--- config.mk ---
export PLATFORM = sky130hd
export DESIGN_NAME = mem_to_axilite_bridge
export DESIGN_NICKNAME = d
export VERILOG_FILES = /design/src/rtl/mem_to_axilite_bridge.sv
export SDC_FILE = /design/constraint.sdc
export NUM_CORES = 1
export LEC_CHECK = 0
export CAP_MARGIN = 30
export CORE_MARGIN = 4
export CORE_UTILIZATION = 41
export CTS_CLUSTER_SIZE = 24
export DETAILED_ROUTE_END_ITERATION = 16
export PLACE_DENSITY = 0.86
export SETUP_SLACK_MARGIN = 0.3
export SYNTH_ARGS = -nofsm -noshare
export SYNTH_HDL_FRONTEND = slang
export SYNTH_SLANG_ARGS = --single-unit
--- constraint.sdc ---
create_clock -name clk_i -period 8.7 [get_ports clk_i]
set_input_delay 0.87 -clock clk_i [delete_from_list [all_inputs] [get_ports clk_i]]
set_output_delay 0.87 -clock clk_i [all_outputs]
set_load 0.05 [all_outputs]
--- src/rtl/mem_to_axilite_bridge.sv ---
// MEM request/grant/rvalid to AXI4-Lite master bridge.
// One transaction in flight; AXI valids and captured address/data come
// straight from flops, readies and MEM response decode directly from state.
module mem_to_axilite_bridge #(
    parameter int unsigned ADDR_WIDTH = 32,
    parameter int unsigned DATA_WIDTH = 32,
    parameter logic [2:0]  AXI_PROT   = 3'b000
) (
    input  logic                    clk_i,
    input  logic                    rst_i,
    // core-side MEM port
    input  logic                    mem_req_i,
    output logic                    mem_gnt_o,
    input  logic [ADDR_WIDTH-1:0]   mem_addr_i,
    input  logic                    mem_we_i,
    input  logic [DATA_WIDTH/8-1:0] mem_be_i,
    input  logic [DATA_WIDTH-1:0]   mem_wdata_i,
    output logic                    mem_valid_o,
    output logic [DATA_WIDTH-1:0]   mem_rdata_o,
    output logic                    mem_error_o,
    // AXI4-Lite write address
    output logic [ADDR_WIDTH-1:0]   m_axi_awaddr,
    output logic [2:0]              m_axi_awprot,
    output logic                    m_axi_awvalid,
    input  logic                    m_axi_awready,
    // AXI4-Lite write data
    output logic [DATA_WIDTH-1:0]   m_axi_wdata,
    output logic [DATA_WIDTH/8-1:0] m_axi_wstrb,
    output logic                    m_axi_wvalid,
    input  logic                    m_axi_wready,
    // AXI4-Lite write response
    input  logic [1:0]              m_axi_bresp,
    input  logic                    m_axi_bvalid,
    output logic                    m_axi_bready,
    // AXI4-Lite read address
    output logic [ADDR_WIDTH-1:0]   m_axi_araddr,
    output logic [2:0]              m_axi_arprot,
    output logic                    m_axi_arvalid,
    input  logic                    m_axi_arready,
    // AXI4-Lite read data
    input  logic [DATA_WIDTH-1:0]   m_axi_rdata,
    input  logic [1:0]              m_axi_rresp,
    input  logic                    m_axi_rvalid,
    output logic                    m_axi_rready
);

    localparam int unsigned STRB_WIDTH = DATA_WIDTH / 8;

    typedef enum logic [2:0] {IDLE, WR, WAIT_B, RD, WAIT_R, RESP} state_t;

    state_t                  state_q,   state_d;
    logic [ADDR_WIDTH-1:0]   addr_q,    addr_d;
    logic [DATA_WIDTH-1:0]   wdata_q,   wdata_d;
    logic [STRB_WIDTH-1:0]   be_q,      be_d;
    logic [DATA_WIDTH-1:0]   rdata_q,   rdata_d;
    logic                    error_q,   error_d;
    logic                    awvalid_q, awvalid_d;
    logic                    wvalid_q,  wvalid_d;
    logic                    arvalid_q, arvalid_d;

    // Next-state logic: grant and capture in IDLE, then walk the AXI channels.
    always_comb begin
        state_d   = state_q;
        addr_d    = addr_q;
        wdata_d   = wdata_q;
        be_d      = be_q;
        rdata_d   = rdata_q;
        error_d   = error_q;
        awvalid_d = awvalid_q;
        wvalid_d  = wvalid_q;
        arvalid_d = arvalid_q;
        unique case (state_q)
            IDLE: begin
                if (mem_req_i) begin
                    addr_d  = mem_addr_i;
                    wdata_d = mem_wdata_i;
                    be_d    = mem_be_i;
                    if (mem_we_i) begin
                        state_d   = WR;
                        awvalid_d = 1'b1;
                        wvalid_d  = 1'b1;
                    end else begin
                        state_d   = RD;
                        arvalid_d = 1'b1;
                    end
                end
            end
            WR: begin
                // AW and W retire independently; leave once both are gone.
                awvalid_d = awvalid_q & ~m_axi_awready;
                wvalid_d  = wvalid_q & ~m_axi_wready;
                if (!awvalid_d && !wvalid_d) state_d = WAIT_B;
            end
            WAIT_B: begin
                if (m_axi_bvalid) begin
                    error_d = |m_axi_bresp;
                    state_d = RESP;
                end
            end
            RD: begin
                if (m_axi_arready) begin
                    arvalid_d = 1'b0;
                    state_d   = WAIT_R;
                end
            end
            WAIT_R: begin
                // Data is returned even on an error response.
                if (m_axi_rvalid) begin
                    rdata_d = m_axi_rdata;
                    error_d = |m_axi_rresp;
                    state_d = RESP;
                end
            end
            RESP:    state_d = IDLE;
            default: state_d = IDLE;
        endcase
    end

    // State and datapath registers; reset drops every valid immediately.
    always_ff @(posedge clk_i or posedge rst_i) begin
        if (rst_i) begin
            state_q   <= IDLE;
            addr_q    <= '0;
            wdata_q   <= '0;
            be_q      <= '0;
            rdata_q   <= '0;
            error_q   <= 1'b0;
            awvalid_q <= 1'b0;
            wvalid_q  <= 1'b0;
            arvalid_q <= 1'b0;
        end else begin
            state_q   <= state_d;
            addr_q    <= addr_d;
            wdata_q   <= wdata_d;
            be_q      <= be_d;
            rdata_q   <= rdata_d;
            error_q   <= error_d;
            awvalid_q <= awvalid_d;
            wvalid_q  <= wvalid_d;
            arvalid_q <= arvalid_d;
        end
    end

    assign mem_gnt_o     = (state_q == IDLE) & mem_req_i;
    assign mem_valid_o   = (state_q == RESP);
    assign mem_error_o   = (state_q == RESP) & error_q;
    assign mem_rdata_o   = rdata_q;

    assign m_axi_awaddr  = addr_q;
    assign m_axi_awprot  = AXI_PROT;
    assign m_axi_awvalid = awvalid_q;
    assign m_axi_wdata   = wdata_q;
    assign m_axi_wstrb   = be_q;
    assign m_axi_wvalid  = wvalid_q;
    assign m_axi_bready  = (state_q == WAIT_B);
    assign m_axi_araddr  = addr_q;
    assign m_axi_arprot  = AXI_PROT;
    assign m_axi_arvalid = arvalid_q;
    assign m_axi_rready  = (state_q == WAIT_R);

endmodule

==> metrics.txt, run 1 <==
post-route setup slack 5316 ps; EDFF count, synth 0; global-route wire length before repair 19,130 microns; HPWL Detailed 9175 microns; initial antenna violation count 0; clock period minus worst slack 3384 ps; CORE AREA 10,510 sq um; area fraction of the dominant cell type after synthesis 59.51%; final instance area 7029 sq um; maximum achievable frequency 295.5 MHz; worst clock skew on the final layout 20.79 ps; FF/Latch Area 2678 sq um; most used standard cells in the synthesized netlist 107 x sky130_fd_sc_hd__dfrtp_1, 98 x sky130_fd_sc_hd__mux2_2, 39 x sky130_fd_sc_hd__buf_4, 10 x sky130_fd_sc_hd__buf_6; initial DRC count 89; vertical die dimension 112.8 microns; outcome finished clean; most common flop cell mapped by yosys sky130_fd_sc_hd__dfrtp_1; post-CTS setup-driven buffer insertion count 0; fin. max-slew vios 0; floorplan row count 37; number of clock sinks 107; gpl congestion 0.7806; # placed instances 654; largest net degree at the start of global routing 70; r2r worst-path depth 3; synthesized instance count 308; fraction of the yosys area taken by sequential cells 59.51%; clock-pin slew on the worst setup and hold paths 100 ps; average wire per cell in the routed design 17.63 microns; Synth Warn # 0; data required time at the worst endpoint 7830 ps; antenna fix cells 0; hold path cells 1; insertion delay of the later-clocked pin in the worst-skew pair 350 ps; terminating pin of the worst hold path mem_rdata_o[25]; maximum root-to-sink buffer count 2; initial cell density of the core 42.81%; H-tree Lvls 3; kind of launch point of the worst setup path primary input; number of endpoints failing setup at the final stage 0; quantity of gates resized following cts 0; endpoints failing hold 0; category of the worst setup path capture point output port; setup repair after global routing missed its margin no; placed standard-cell area 6825 sq um; area of combinational cells with multiple inputs 1408 sq um; DRC violation count after routing 0; clock buffers created by TritonCTS 9; area of the mapped netlist 4499 sq um; TritonCTS clock tree done; number of buffers inserted by hold repair at cts 0; Post-synth ARST share 100.0%; width of the chip 112.8 microns; relative slew slack 42.75%; area growth from synthesis to layout 56.23%; number of search-and-repair iterations in the first detailed-routing pass 4; total routing usage reported by global routing 18.75%; number of distinct library cell variants in the gate-level netlist after synthesis 22; ANT nets after route 0; Port Buffers 252; mean instance size in the synthesized netlist 14.61 sq um; root buffer cell sky130_fd_sc_hd__clkbuf_8; final wirelength 11,780 microns; pre-CTS worst setup slack 5320 ps; count leader, synth sky130_fd_sc_hd__dfrtp_1; fraction of final layout cells with drive strength greater than 1 22.18%; number of vias after detailed routing 3,202; startpoint of the worst-slack reg-to-reg timing path state_q[0]; largest cells by area after synthesis sky130_fd_sc_hd__dfrtp_1 60%, sky130_fd_sc_hd__mux2_2 25%, sky130_fd_sc_hd__buf_4 6.5%; maximum fanout encountered on the critical timing path 4; min-delay src mem_rdata_o[25]; library cell occupying the most area in the post-synthesis netlist sky130_fd_sc_hd__dfrtp_1; worst hold path type reg2reg; DIE AREA 12,710 sq um; summed negative setup slack over all endpoints 0 ps; vias in the first global route 3,586; Worst Max-Slew Pin Slew 858.8 ps; gr ovfl total 0; arrival time at the worst endpoint 2510 ps; Maximum Capacitance Violations 0; reg2reg setup slack 6640 ps; endpoint of the lowest-slack register-to-register path m_axi_wdata[18]; Vias per Instance 4.793; final cycle utilization of the critical path 38.89%; number of standard cells in the layout, taps in and fillers out 668; critical path start-end classification in2out; flops & latches, synth 107; net count of the finished layout 642; FILL cells 763; number of placed I/O pins 259
metrics by stage:
step           util [%]  hold slack [ps]
3_5_place_dp      64.95            482.0
2_1_floorplan         -            483.1
5_1_grt           66.89            520.0
3_3_place_gp      64.95            470.2
4_1_cts           66.89            505.2
6_report          66.89            507.3
worst max-delay path: stages:
cell and delay, ps:
sky130_fd_sc_hd__clkdlybuf4s50_1 580, sky130_fd_sc_hd__nand2b_4 80, sky130_fd_sc_hd__nor3_4 130, sky130_fd_sc_hd__clkdlybuf4s50_1 850
cell type report:
cell class              count  share of cell area, %
clock inverters             4                  1.086
flip-flops and latches    107                  38.09
repair buffers            255                  36.21
inverters                   6                 0.3560
clock buffers              10                  1.816
multi-input cells         150                  20.02
well taps                 136                  2.421
layout by cell type (no fill, tap or decap), types with 2 or more instances in the layout:
cell / Yosys / final
sky130_fd_sc_hd__clkbuf_8: 0 / 9
sky130_fd_sc_hd__a31oi_1: 2 / 2
sky130_fd_sc_hd__dfrtp_1: 107 / 107
sky130_fd_sc_hd__clkdlybuf4s50_1: 0 / 252
sky130_fd_sc_hd__buf_4: 39 / 3
sky130_fd_sc_hd__inv_1: 6 / 5
sky130_fd_sc_hd__a21oi_1: 7 / 7
sky130_fd_sc_hd__nor3_4: 2 / 2
sky130_fd_sc_hd__nand2_1: 6 / 6
sky130_fd_sc_hd__mux2_2: 98 / 98
sky130_fd_sc_hd__nor2_1: 7 / 7
sky130_fd_sc_hd__conb_1: 1 / 6
sky130_fd_sc_hd__bufinv_16: 0 / 2
sky130_fd_sc_hd__o21ai_0: 5 / 5
sky130_fd_sc_hd__o22ai_1: 4 / 4
sky130_fd_sc_hd__nand2b_1: 5 / 5
sky130_fd_sc_hd__mux2_1: 2 / 2
cells by family (layout without fill, tap and decap cells):
group                  after synthesis  after routing  synth area share (%)
buffers and inverters               56            275                 9.622
DFF                                107            107                 59.51
other                                1              6               0.08335
AOI/OAI and AO/OA                   20             20                 2.503
and+or+nand+nor                     24             24                 3.254
muxes                              100            100                 25.03
state kept, by name, summed over array words and instances (netlist names):
| name | cells |
|---|---|
| error_q | 1 |
| m_axi_araddr | 32 |
| m_axi_arvalid | 1 |
| m_axi_awvalid | 1 |
| m_axi_wdata | 32 |
| m_axi_wstrb | 4 |
| m_axi_wvalid | 1 |
| mem_rdata_o | 32 |
| state_q | 3 |
worst max-delay path by stage:
| stage | startpoint | end | slack, ps | cells after the start |
|---|---|---|---|---|
| finish | mem_req_i | mem_gnt_o | 5320 | 4 |
| CTS | mem_req_i | mem_gnt_o | 5310 | 4 |
| global route | mem_req_i | mem_gnt_o | 5270 | 4 |
| floorplan | rst_i | error_q | 5010 | 1 |
| detailed placement | mem_req_i | mem_gnt_o | 5320 | 4 |
| global placement | mem_req_i | mem_gnt_o | 5350 | 4 |
layer usage:
| layer | part of all wire (%) | global-route usage [%] | vias up |
|---|---|---|---|
| li1 | - | - | 1451 |
| met1 | 36 | 20.52 | 1563 |
| met2 | 52 | 33.65 | 171 |
| met3 | 10 | 7.166 | 17 |
| met4 | 1.8 | 5.609 | 0 |
| met5 | 0 | 0 | - |
Power of run 1 is not shown: default switching activity piles up to over one toggle a cycle in this logic, so the estimate is an artifact.
==> run 2: changes to the inputs <==
--- a/config.mk
+++ b/config.mk
@@ -7,10 +7,10 @@
 export LEC_CHECK = 0
 export CAP_MARGIN = 30
 export CORE_MARGIN = 4
-export CORE_UTILIZATION = 41
+export CORE_UTILIZATION = 35
 export CTS_CLUSTER_SIZE = 24
 export DETAILED_ROUTE_END_ITERATION = 16
-export PLACE_DENSITY = 0.86
+export PLACE_DENSITY = 0.78
 export SETUP_SLACK_MARGIN = 0.3
 export SYNTH_ARGS = -nofsm -noshare
 export SYNTH_HDL_FRONTEND = slang
==> constraint.sdc (replaced) <==
create_clock -name clk_i -period 2.9 [get_ports clk_i]
set_input_delay 0.29 -clock clk_i [delete_from_list [all_inputs] [get_ports clk_i]]
set_output_delay 0.29 -clock clk_i [all_outputs]
set_load 0.05 [all_outputs]
==> metrics.txt, run 2 (synthesis results as in run 1) <==
CORE AREA 12,620 sq um (+20%); Port Buffers 252 (unchanged); commonest cells after routing, fill and taps aside 251 x sky130_fd_sc_hd__clkdlybuf4s50_1, 107 x sky130_fd_sc_hd__dfrtp_1, 98 x sky130_fd_sc_hd__mux2_2, 9 x sky130_fd_sc_hd__clkbuf_16; largest net degree at the start of global routing 108 (+54%); final cycle utilization of the critical path 84.32%; number of vias after detailed routing 3,196 (-0.19%); number of buffer and inverter instances along the worst setup path 1 (-1); number of buffers inserted by hold repair at cts 0 (unchanged); DRC violation count after routing 0 (unchanged); clock buffers created by TritonCTS 9 (unchanged); number of search-and-repair iterations in the first detailed-routing pass 4 (unchanged); vertical die dimension 121.4 microns (+7.6%); initial cell density of the core 35.65% (-7.2 points); maximum achievable frequency 409.0 MHz; worst clock skew on the final layout 8.223 ps (-12.56 ps); # placed instances 691 (+5.7%); final core area utilization 57.02% (-9.9 points); area growth from synthesis to layout 59.93%; worst hold path type in2async; global-route wire length before repair 17,990 microns (-6.0%); vias in the first global route 3,453 (-3.7%); kind of launch point of the worst setup path register; initial DRC count 142 (+60%); most frequent standard cell in the layout excluding fill and tap cells sky130_fd_sc_hd__clkdlybuf4s50_1; initial antenna violation count 0 (unchanged); HPWL Detailed 8999 microns (-1.9%); endpoints failing hold 0 (unchanged); average wire per cell in the routed design 16.59 microns (-5.9%); number of standard cells in the layout, taps in and fillers out 706 (+5.7%); width of the chip 121.4 microns (+7.6%); Worst Max-Slew Pin Slew 566.4 ps (-292.4 ps); category of the worst setup path capture point output port; setup repair after global routing missed its margin no; outcome finished clean; antenna fix cells 0 (unchanged); TritonCTS clock tree done; Worst path slowest cell sky130_fd_sc_hd__clkdlybuf4s50_1; quantity of gates resized following cts 0 (unchanged); relative slew slack 62.12% (+19 points); final wirelength 11,710 microns (-0.59%); clock period minus worst slack 2445 ps; number of placed I/O pins 259 (unchanged); clock-pin slew on the worst setup and hold paths 70 ps (-30 ps); insertion delay of the later-clocked pin in the worst-skew pair 340 ps (about the same); gr ovfl total 0 (unchanged); number of clock sinks 107 (unchanged); number of endpoints failing setup at the final stage 0 (unchanged); fin. max-slew vios 0 (unchanged); Vias per Instance 4.527 (-5.6%); delay contributed by the slowest stage of the critical path 820 ps (-30 ps); maximum fanout encountered on the critical timing path 13 (+9); critical path start-end classification reg2out; DIE AREA 14,730 sq um (+16%); H-tree Lvls 3 (unchanged); summed negative setup slack over all endpoints 0 ps (unchanged); Maximum Capacitance Violations 0 (unchanged); net count of the finished layout 643 (+0.16%); data required time at the worst endpoint 2610 ps (-5220 ps); arrival time at the worst endpoint 2160 ps (-350 ps); worst hold-check slack 460.2 ps (-47.12 ps); floorplan row count 41 (+11%); post-CTS setup-driven buffer insertion count 0 (unchanged); worst-path cell chain nand2_1, nor2_1, and2_1, clkdlybuf4s50_1; maximum root-to-sink buffer count 2 (unchanged); gate family responsible for the most delay along the worst path buffers and inverters; root buffer cell sky130_fd_sc_hd__clkbuf_16; ANT nets after route 0 (unchanged); gpl congestion 0.7272 (-6.8%); fraction of final layout cells with drive strength greater than 1 22.66% (+0.48 points); total routing usage reported by global routing 15.60% (-3.2 points)
## run 2: changes by cell type in the layout (fill, tap and decap cells not counted), sizes merged
cell | before | now
clkbuf | 10 | 11
clkdlybuf4s50 | 252 | 251
bufinv | 2 | 1
clkinv | 0 | 2
clkinvlp | 1 | 2
buf | 3 | 5
inv | 7 | 5
## run 2: routing by layer
metal  track usage, %  wire length [microns]
met1            16.87                   4260
met2            27.43                   6123
met3            5.548                   1001
met4            6.723                    324
met5                0                      0
## run 2: final timing paths
| check | from | slack [ps] | end | cells after the start |
|---|---|---|---|---|
| worst min register to register | mem_rdata_o[25] | 490 | mem_rdata_o[25] | 1 |
| worst min-delay path | rst_i | 460 | m_axi_wdata[0] | 3 |
| max in group asynchronous | rst_i | 2010 | m_axi_araddr[13] | 3 |
| min in group clk_i | mem_rdata_o[25] | 490 | mem_rdata_o[25] | 1 |
| worst max register to register | state_q[0] | 1060 | m_axi_araddr[30] | 3 |
| worst max-delay path | state_q[0] | 450 | mem_error_o | 4 |
## run 2: through the flow
step | instance area (sq um) | worst slack, ps
after global placement | 6902 | 814.7
after CTS | 7196 | 423.2
after global routing | 7196 | 330.8
final | 7196 | 454.7
after detailed placement | 6902 | 749.4
after floorplan | 4522 | 693.6
## run 2: worst reg2reg max path, cell delays in order, from the launching register on
cell and delay [ps]:
sky130_fd_sc_hd__dfrtp_1 540, sky130_fd_sc_hd__nor3_4 250, sky130_fd_sc_hd__buf_4 510, sky130_fd_sc_hd__mux2_2 420
## run 2: final cells by class
type | count | area (sq um)
multi-input cells | 150 | 1408
repair buffers | 256 | 2575
fillers | 1084 | 5424
inverters | 6 | 26.28
clock inverters | 4 | 51.30
clock buffers | 11 | 242.7
well taps | 172 | 215.2
flip-flops and latches | 107 | 2678
Power of run 2 is left out for the same reason.
